[config.mk]
export PLATFORM = sky130hd
export DESIGN_NAME = bitxor_seq
export DESIGN_NICKNAME = d
export VERILOG_FILES = /design/src/rtl/bitxor_seq.sv
export SDC_FILE = /design/constraint.sdc
export NUM_CORES = 1
export LEC_CHECK = 0
export ABC_CLOCK_PERIOD_IN_PS = 3700
export BUFFER_PORTS_ARGS = -buffer_cell sky130_fd_sc_hd__clkbuf_2
export CORE_ASPECT_RATIO = 2
export CORE_UTILIZATION = 40
export CTS_CLUSTER_SIZE = 8
export DETAILED_ROUTE_END_ITERATION = 10
export SYNTH_ARGS = -nofsm -noshare
export SYNTH_HDL_FRONTEND = slang
export SYNTH_SLANG_ARGS = --single-unit
[constraint.sdc]
create_clock -name clk -period 3.7 [get_ports clk]
set_input_delay 0.37 -clock clk [delete_from_list [all_inputs] [get_ports clk]]
set_output_delay 0.37 -clock clk [all_outputs]
set_load 0.03 [all_outputs]
[src/rtl/bitxor_seq.sv]
// -----------------------------------------------------------------------------
// bitxor_seq
//   Upstream controller for the end-point register stage. It accepts an
//   operand pair (A, B) and runs one operation at a time:
//     CLEAR : inst=01 for one cycle
//     LOAD  : inst=10 for WIDTH cycles, streaming A LSB first
//     XOR   : inst=11 for WIDTH cycles, streaming B LSB first
//     DRAIN : inst=00 for LAT cycles (absent when LAT=0)
//     DONE  : holds the collected result until it is consumed
//   The ltorxor bit that belongs to each XOR cycle is captured LAT cycles
//   later into the next result bit, starting at bit 0.
//
// Ports
//   clk        : clock; all state changes on the rising edge
//   reset      : synchronous, active-low reset
//   in_valid   : operand pair valid
//   in_ready   : block can accept an operand pair
//   in_a       : operand A (WIDTH bits), shifted out first
//   in_b       : operand B (WIDTH bits), XORed against A
//   inst       : instruction to downstream (00 hold, 01 clear, 10 shift, 11 xor)
//   ztonxor    : serial data bit accompanying inst
//   ltorxor    : serial result bit returned from downstream
//   out_valid  : out_result valid
//   out_ready  : consumer accepts out_result
//   out_result : collected result (WIDTH bits), bit i = i-th captured bit
//   busy       : high whenever the controller is not idle
//   out_parity : XOR-reduce of out_result while out_valid, else 0
//                (present only when BITXOR_SEQ_PARITY_EN is defined)
//
// Optional feature macro: BITXOR_SEQ_PARITY_EN
//
// Every output is a register. Output registers are loaded from the state
// seen during the previous cycle, so the value driven on inst/ztonxor lags
// the state register by one cycle. in_ready and out_valid are the exception
// on the handshake edge itself: they drop at once so a second transfer can
// never be sampled on the following edge.
// -----------------------------------------------------------------------------
module bitxor_seq #(
  parameter int WIDTH = 8,
  parameter int LAT   = 1
) (
  input  logic             clk,
  input  logic             reset,
  input  logic             in_valid,
  output logic             in_ready,
  input  logic [WIDTH-1:0] in_a,
  input  logic [WIDTH-1:0] in_b,
  output logic [1:0]       inst,
  output logic             ztonxor,
  input  logic             ltorxor,
  output logic             out_valid,
  input  logic             out_ready,
  output logic [WIDTH-1:0] out_result,
`ifdef BITXOR_SEQ_PARITY_EN
  output logic             out_parity,
`endif
  output logic             busy
);

  localparam int CW    = $clog2(WIDTH) + 1;
  localparam int LATM1 = (LAT > 0) ? (LAT - 1) : 0;

  localparam logic [CW-1:0] CNT_LAST = CW'(WIDTH - 1);
  localparam logic [CW-1:0] LAT_LAST = CW'(LATM1);

  localparam logic [2:0] S_IDLE  = 3'd0;
  localparam logic [2:0] S_CLEAR = 3'd1;
  localparam logic [2:0] S_LOAD  = 3'd2;
  localparam logic [2:0] S_XOR   = 3'd3;
  localparam logic [2:0] S_DRAIN = 3'd4;
  localparam logic [2:0] S_DONE  = 3'd5;

  localparam logic [1:0] INST_HOLD  = 2'b00;
  localparam logic [1:0] INST_CLEAR = 2'b01;
  localparam logic [1:0] INST_SHIFT = 2'b10;
  localparam logic [1:0] INST_XOR   = 2'b11;

  logic [2:0]       state_q, state_d;
  logic [CW-1:0]    cnt_q, cnt_d;
  logic [CW-1:0]    cap_idx_q, cap_idx_d;
  logic [WIDTH-1:0] a_sh_q, a_sh_d;
  logic [WIDTH-1:0] b_sh_q, b_sh_d;
  logic [WIDTH-1:0] result_q, result_d;
  logic [1:0]       inst_q, inst_d;
  logic             ztonxor_q, ztonxor_d;
  logic             in_ready_q, in_ready_d;
  logic             out_valid_q, out_valid_d;
  logic             busy_q, busy_d;

  logic             accept;
  logic             out_hs;
  logic             cap_en;
  logic [WIDTH-1:0] cap_hit;

  assign accept = (state_q == S_IDLE) && in_valid && in_ready_q;
  assign out_hs = out_valid_q && out_ready;

  // ---------------------------------------------------------------------------
  // Capture timing: the bit answering an XOR instruction that is on the inst
  // output now becomes valid LAT cycles later. With LAT=0 the downstream
  // answer is combinational and is taken on the edge that ends the XOR cycle.
  // ---------------------------------------------------------------------------
  generate
    if (LAT == 0) begin : g_lat0
      assign cap_en = (inst_q == INST_XOR);
    end else begin : g_latn
      logic [LAT-1:0] xv_q, xv_d;

      always_comb begin
        xv_d    = xv_q << 1;
        xv_d[0] = (inst_q == INST_XOR);
      end

      always_ff @(posedge clk) begin
        if (!reset) begin
          xv_q <= '0;
        end else begin
          xv_q <= xv_d;
        end
      end

      assign cap_en = xv_q[LAT-1];
    end
  endgenerate

  // One-hot select of the result bit being written this cycle.
  genvar gi;
  generate
    for (gi = 0; gi < WIDTH; gi++) begin : g_hit
      assign cap_hit[gi] = cap_en && (cap_idx_q == CW'(gi));
    end
  endgenerate

  // ---------------------------------------------------------------------------
  // Next-state and datapath
  // ---------------------------------------------------------------------------
  always_comb begin
    state_d   = state_q;
    cnt_d     = cnt_q;
    cap_idx_d = cap_idx_q;
    a_sh_d    = a_sh_q;
    b_sh_d    = b_sh_q;
    result_d  = (result_q & ~cap_hit) | (cap_hit & {WIDTH{ltorxor}});

    // Capture index saturates at the top bit.
    if (cap_en && (cap_idx_q != CNT_LAST)) begin
      cap_idx_d = cap_idx_q + 1'b1;
    end

    case (state_q)
      S_IDLE: begin
        if (accept) begin
          a_sh_d  = in_a;
          b_sh_d  = in_b;
          state_d = S_CLEAR;
        end
      end
      S_CLEAR: begin
        result_d  = '0;
        cap_idx_d = '0;
        cnt_d     = '0;
        state_d   = S_LOAD;
      end
      S_LOAD: begin
        a_sh_d = a_sh_q >> 1;
        if (cnt_q == CNT_LAST) begin
          cnt_d   = '0;
          state_d = S_XOR;
        end else begin
          cnt_d = cnt_q + 1'b1;
        end
      end
      S_XOR: begin
        b_sh_d = b_sh_q >> 1;
        if (cnt_q == CNT_LAST) begin
          cnt_d   = '0;
          state_d = (LAT == 0) ? S_DONE : S_DRAIN;
        end else begin
          cnt_d = cnt_q + 1'b1;
        end
      end
      S_DRAIN: begin
        if (cnt_q == LAT_LAST) begin
          cnt_d   = '0;
          state_d = S_DONE;
        end else begin
          cnt_d = cnt_q + 1'b1;
        end
      end
      S_DONE: begin
        if (out_hs) begin
          state_d = S_IDLE;
        end
      end
      default: begin
        state_d = S_IDLE;
      end
    endcase
  end

  // ---------------------------------------------------------------------------
  // Registered outputs
  // ---------------------------------------------------------------------------
  always_comb begin
    inst_d    = INST_HOLD;
    ztonxor_d = 1'b0;
    case (state_q)
      S_CLEAR: inst_d = INST_CLEAR;
      S_LOAD: begin
        inst_d    = INST_SHIFT;
        ztonxor_d = a_sh_q[0];
      end
      S_XOR: begin
        inst_d    = INST_XOR;
        ztonxor_d = b_sh_q[0];
      end
      default: begin
        inst_d    = INST_HOLD;
        ztonxor_d = 1'b0;
      end
    endcase

    in_ready_d  = (state_q == S_IDLE) && !accept;
    out_valid_d = (state_q == S_DONE) && !out_hs;
    busy_d      = (state_d != S_IDLE);
  end

  always_ff @(posedge clk) begin
    if (!reset) begin
      state_q     <= S_IDLE;
      cnt_q       <= '0;
      cap_idx_q   <= '0;
      a_sh_q      <= '0;
      b_sh_q      <= '0;
      result_q    <= '0;
      inst_q      <= INST_HOLD;
      ztonxor_q   <= 1'b0;
      in_ready_q  <= 1'b1;
      out_valid_q <= 1'b0;
      busy_q      <= 1'b0;
    end else begin
      state_q     <= state_d;
      cnt_q       <= cnt_d;
      cap_idx_q   <= cap_idx_d;
      a_sh_q      <= a_sh_d;
      b_sh_q      <= b_sh_d;
      result_q    <= result_d;
      inst_q      <= inst_d;
      ztonxor_q   <= ztonxor_d;
      in_ready_q  <= in_ready_d;
      out_valid_q <= out_valid_d;
      busy_q      <= busy_d;
    end
  end

`ifdef BITXOR_SEQ_PARITY_EN
  logic parity_q, parity_d;

  // Parity tracks the value that out_result will hold next cycle, so it is
  // valid on the very edge out_valid rises.
  always_comb begin
    parity_d = out_valid_d ? (^result_d) : 1'b0;
  end

  always_ff @(posedge clk) begin
    if (!reset) begin
      parity_q <= 1'b0;
    end else begin
      parity_q <= parity_d;
    end
  end

  assign out_parity = parity_q;
`endif

  assign in_ready   = in_ready_q;
  assign inst       = inst_q;
  assign ztonxor    = ztonxor_q;
  assign out_valid  = out_valid_q;
  assign out_result = result_q;
  assign busy       = busy_q;

endmodule

==> results of run 1 <==
## layout make-up
cell class | instances | area, sq um | share of cell area
tap | 55 | 68.8 | 0.0311
inverter | 6 | 22.5 | 0.0102
sequential | 42 | 841 | 0.381
timing repair buffer | 35 | 178 | 0.0804
multi-input combinational | 150 | 991 | 0.448
clock inverter | 3 | 40.0 | 0.0181
clock buffer | 5 | 68.8 | 0.0311
## synthesized netlist by cell type, drive strengths merged
master	count	area, sq um
inv	6	22.5
a2111oi	2	17.5
and2b	1	7.51
nand3b	3	22.5
a32o	1	10.0
o22ai	2	12.5
buf	4	36.3
a22oi	1	7.51
and2	4	25.0
ha	6	75.1
dfxtp	42	841
clkbuf	10	37.5
or4b	1	10.0
nor3	8	40.0
nand2	17	63.8
nor4	1	21.3
or2b	1	7.51
nand3	8	40.0
a21oi	4	20.0
nor2b	4	25.0
xnor2	2	17.5
and3b	1	8.76
a211oi	15	113
a31o	1	8.76
nor2	33	124
a31oi	1	6.26
or3b	1	8.76
o21ai	1	5.00
and3	4	26.3
xor2	2	17.5
mux2i	25	250
## critical path, cell delays in order, from the launching register on
cell       delay (ns)
dfxtp_1          0.55
inv_1            0.20
xnor2_1          0.17
a2111oi_0        0.58
o21ai_0          0.17
## power by group through the flow
| stage | sequential (mW) | clock (mW) | combinational (mW) |
|---|---|---|---|
| 3_5_place_dp | 0.507 | 0 | 0.119 |
| 2_1_floorplan | 0.506 | 0 | 0.0887 |
| 4_1_cts | 0.496 | 0.366 | 0.120 |
| 6_report | 0.496 | 0.353 | 0.118 |
| 3_3_place_gp | 0.507 | 0 | 0.118 |
| 5_1_grt | 0.499 | 0.383 | 0.133 |
## routing by layer
layer	vias up	wire [um]	GRT usage
li1	787	-	-
met1	728	1570	0.180
met2	26	2130	0.319
met3	6	126	0.0348
met4	0	68	0.0748
met5	-	0	0
## how the worst max path moves through the flow
stage | startpoint | to | slack (ns) | cells after the start
2_1_floorplan | in_ready | a_sh_q[4] | 2.01 | 5
3_3_place_gp | state_q[0] | busy | 1.94 | 4
3_5_place_dp | cnt_q[0] | cnt_q[3] | 1.93 | 6
4_1_cts | cnt_q[0] | cnt_q[3] | 1.91 | 6
5_1_grt | state_q[0] | busy | 1.70 | 4
6_report | state_q[0] | busy | 1.91 | 4
## logic make-up after synthesis
group,count (synthesis),share of synthesized area
and+or+nand+nor,87,0.223
xor gates and xnor gates,4,0.0182
muxes,25,0.130
adders and majority gates,6,0.0389
DFF,42,0.436
AOI/OAI and AO/OA,28,0.104
buffers and inverters,20,0.0500
## through the flow
stage	instances	util
6_report	296	0.481
2_1_floorplan	212	-
4_1_cts	296	0.481
3_3_place_gp	288	0.457
3_5_place_dp	288	0.457
5_1_grt	296	0.481
==> flow_summary.json, run 1 <==
{
  "reg2reg_depth": 4,
  "syn_inst": 212,
  "startpoint_type": "flip-flop",
  "layout_commonest_cell": "dfxtp_1",
  "power.leakage_nw": 0.951,
  "core_area_sq_um": 4600,
  "hold_violations": 0,
  "clk_pin_slew_ns": 0.08,
  "drive_gt1_frac": 0.195,
  "report.final.slew_viol_count": 0,
  "drc": 0,
  "period_needed_ns": 1.79,
  "dr.first_iter.drc_count": 17,
  "dp_slack_ns": 1.93,
  "drv_cap": 0,
  "port_buffers": 34,
  "place_congestion": 0.717,
  "syn_area_sq_um": 1930,
  "synth_warnings": 0,
  "synth.distinct_cells": 35,
  "r2r_start": "state_q[0]",
  "power.total_uw": 967,
  "ant_nets": 0,
  "power.share.clock": 0.365,
  "path_class": "flip-flop to flip-flop",
  "wl_per_cell_um": 13.2,
  "cts_num_sinks": 42,
  "drt_pass1_iterations": 4,
  "setup_viol": 0,
  "hp-start": "in_b[7]",
  "place_area_sq_um": 2100,
  "finalClockSkew_ns": 0.00856,
  "hpwl_mm": 2.84,
  "hold-worst-slack_ns": 0.327,
  "fin_nets": 267,
  "final_area_sq_um": 2210,
  "holdPathStages": 3,
  "cts-buffers-inserted": 5,
  "grt_start_max_net_pins": 22,
  "dieArea_sq_um": 5120,
  "max_clock_freq_ghz": 0.558,
  "grt_pass1_wl_mm": 6.81,
  "antenna_found_initial": 0,
  "syn_area_per_cell_sq_um": 9.09,
  "switching_share": 0.248,
  "cts_tree": "done",
  "critPathMaxFanout": 9,
  "die_w_um": 51.1,
  "grt_pass1_vias": 1540,
  "powerDensity_nw_per_um2": 438,
  "combPwrFrac": 0.122,
  "vdd.ir_drop.worst_v": 0.000317,
  "yosysSeqAreaShare": 0.436,
  "slew_headroom": 0.548,
  "vias": 1547,
  "p_switching_uw": 240,
  "root_buffer": "clkbuf_8",
  "crit_required_ns": 3.86,
  "hold_buffers": 0,
  "wl_mm": 3.90,
  "overflow": 0,
  "synthesis.nets": 239,
  "worst_pin_slew_ns": 0.678,
  "r2r-end": "busy",
  "n_antenna_cell": 0,
  "io_pins": 35,
  "die_y_um": 100,
  "cts-resized-gates": 0,
  "rows": 35,
  "cp.arrival_ns": 1.95,
  "worst_slack_ns": 1.91,
  "rsz0062_at_grt": "false",
  "power.share.sequential": 0.513,
  "globalRouteTotalUtil": 0.173,
  "yosys_register_bits": 42,
  "post-route-period-util": 0.484,
  "initial_core_util": 0.419,
  "internal-power_uw": 727,
  "clock_latency_ns": 0.29,
  "status": "completed",
  "cp-end-kind": "flip-flop",
  "viasPerCell": 5.23,
  "r2r_slack_ns": 1.91,
  "hp-class": "input pin to flip-flop",
  "fill_cells": 471,
  "area_delta_synth_final_pct": 14.6,
  "cts_setup_buffers": 0,
  "final_cell_mix": "dfxtp_1 (42), clkbuf_2 (34), nor2_1 (33)",
  "hold_end": "b_sh_q[7]",
  "fin_setup_tns_ns": 0,
  "h-tree-depth": 2,
  "cts_max_path_buffers": 2
}
No activity file was read; power rests on OpenSTA's default activity.
==> run 2, diff against run 1 <==
- ABC_AREA: not set -> 1
- ABC_CLOCK_PERIOD_IN_PS: 3700 -> 1850
- clock period: 3.7 -> 1.85 ns (I/O delays scaled with it)
==> run 2 against run 1 <==
Register-to-register slack got worse by 1.5 ns. Utilization up 1.2 points. Highest routed layer unchanged. Global-route usage grew 2.6 points.
==> flow_summary.json, run 2 <==
{
  "dp.cells": 372,
  "status": "completed",
  "cts_num_sinks": 42,
  "core_area_sq_um": 4640,
  "io_pins": 35,
  "hold_violations": 0,
  "fin_setup_tns_ns": 0,
  "viasPerCell": 4.87,
  "overflow": 0,
  "cts-buffers-inserted": 5,
  "cts-resized-gates": 0,
  "vdd.ir_drop.worst_v": 0.000630,
  "rows": 35,
  "wl_mm": 4.57,
  "grt_pass1_vias": 1827,
  "fin_nets": 351,
  "cts_max_path_buffers": 2,
  "max_clock_freq_ghz": 0.685,
  "layout_commonest_cell": "nand2_1",
  "worst-path-buf-inv": 1,
  "report.final.slew_viol_count": 0,
  "critPathMaxFanout": 8,
  "setup_viol": 0,
  "wl_per_cell_um": 12.0,
  "synthesis.nets": 314,
  "synthTopCellsByArea": "dfxtp_1 (43%), nand2_1 (15%), nor2_1 (9.6%), o21ai_0 (8.0%), inv_1 (4.8%)",
  "n_antenna_cell": 0,
  "startpoint_type": "flip-flop",
  "crit_top_cell": "nor2_1",
  "yosysSeqAreaShare": 0.431,
  "post-route-period-util": 0.789,
  "root_buffer": "clkbuf_8",
  "synth-simple-area-share": 0.330,
  "cp-end-kind": "flip-flop",
  "netlist.area_leader.share": 0.431,
  "path_delay_family": "simple AND/OR/NAND/NOR gates",
  "grt_start_max_net_pins": 16,
  "dominantRegCellSynth": "dfxtp_1",
  "clock_latency_ns": 0.30,
  "syn_area_per_cell_sq_um": 6.80,
  "dr.first_iter.drc_count": 27,
  "rsz0062_at_grt": "false",
  "synth_adder_area_share": 0.0385,
  "cp_cell_sequence": "nor2_4, nand4_2, nand2_1, inv_1, nor2_1, nor2_1",
  "die_w_um": 51.4,
  "slew_headroom": 0.726,
  "final_cell_mix": "nand2_1 (80), nor2_1 (50), dfxtp_1 (42)",
  "fill_cells": 503,
  "synth_warnings": 0,
  "crit_required_ns": 2.05,
  "instances_no_fill": 380,
  "die_y_um": 101,
  "dieArea_sq_um": 5180,
  "synth_xor_area_frac": 0,
  "ant_nets": 0,
  "initial_core_util": 0.420,
  "cts_tree": "done",
  "synth-edff-count": 0,
  "synth_top_family_by_area": "simple AND/OR/NAND/NOR gates",
  "yosys_register_bits": 42,
  "slowest_stage": "dfxtp_1",
  "drive_gt1_frac": 0.163,
  "hp-class": "input pin to flip-flop",
  "antenna_found_initial": 0,
  "async_flop_share": 0,
  "power.total_mw": 2.00,
  "hold_buffers": 0,
  "cpPeakStageDelay_ns": 0.39,
  "hpwl_mm": 3.57,
  "area_delta_synth_final_pct": 17.2,
  "syn_area_sq_um": 1950,
  "drt_pass1_iterations": 4,
  "synth_compound_area_frac": 0.127,
  "yosysTopAreaCell": "dfxtp_1",
  "period_needed_ns": 1.46,
  "drv_cap": 0,
  "finalClockSkew_ns": 0.0111,
  "syn_inst": 287,
  "vias": 1852,
  "clk_pin_slew_ns": 0.09,
  "place_congestion": 0.787,
  "synth.area.mux_share": 0,
  "globalRouteTotalUtil": 0.199,
  "port_buffers": 34,
  "worst_pin_slew_ns": 0.410,
  "drc": 0,
  "path_class": "flip-flop to flip-flop",
  "post-synth-top-count-cell": "nand2_1",
  "synthTopCellsByCount": "nand2_1 (80), nor2_1 (50), dfxtp_1 (42)",
  "synth.distinct_cells": 20,
  "powerDensity_nw_per_um2": 876,
  "grt_pass1_wl_mm": 7.65,
  "power.leakage_nw": 1.13,
  "cp.arrival_ns": 1.66,
  "cts_setup_buffers": 0,
  "h-tree-depth": 2
}
run 2: layout make-up:
cell class	count	area, sq um	area share
Clock buffer	8	110	0.0482
Tap cell	55	68.8	0.0301
Multi-Input combinational cell	210	966	0.423
Inverter	28	108	0.0471
Sequential cell	42	841	0.368
Timing Repair Buffer	37	193	0.0843
run 2: kinds of logic (layout without fill, tap and decap cells):
| kind of cell | after synthesis | in the layout |
|---|---|---|
| compound gates | 48 | 48 |
| flops | 42 | 42 |
| buf+inv | 35 | 73 |
| fa+ha+maj | 6 | 6 |
| simple gates | 156 | 156 |
run 2: stage by stage:
step	setup slack, ns	hold slack, ns	util	area (sq um)
2_1_floorplan	0.582	0.318	-	1950
4_1_cts	0.365	0.146	0.492	2290
3_5_place_dp	0.369	0.439	0.469	2180
5_1_grt	0.232	0.148	0.492	2290
6_report	0.391	0.146	0.492	2290
3_3_place_gp	0.403	0.434	0.469	2180
run 2: metal layers:
metal	up-vias	global-route usage	share of wire
li1	989	-	-
met1	814	0.180	0.38
met2	39	0.385	0.56
met3	10	0.0377	0.030
met4	0	0.114	0.032
met5	-	0	0
run 2: power breakdown:
group	internal [mW]	total [mW]	switching, mW	leakage [nW]
clock	0.377	0.701	0.324	0.0575
sequential	0.972	1.01	0.0381	0.343
combinational	0.0992	0.292	0.193	0.725
run 2: path summary, 6_finish.rpt:
check / startpoint / to / slack (ns) / cells after the start
worst max register to register: state_q[0] / b_sh_q[0] / 0.39 / 6
worst min register to register: inst[1] / cap_en / 0.44 / 2
worst max-delay path: state_q[0] / b_sh_q[0] / 0.39 / 6
worst min-delay path: in_b[7] / b_sh_q[7] / 0.15 / 3
run 2: worst register-to-register path, stage by stage (launching register included):
cell     delay (ns)
dfxtp_1        0.39
nor2_4         0.15
nand4_2        0.20
nand2_1        0.26
inv_1          0.17
nor2_1         0.13
nor2_1         0.05
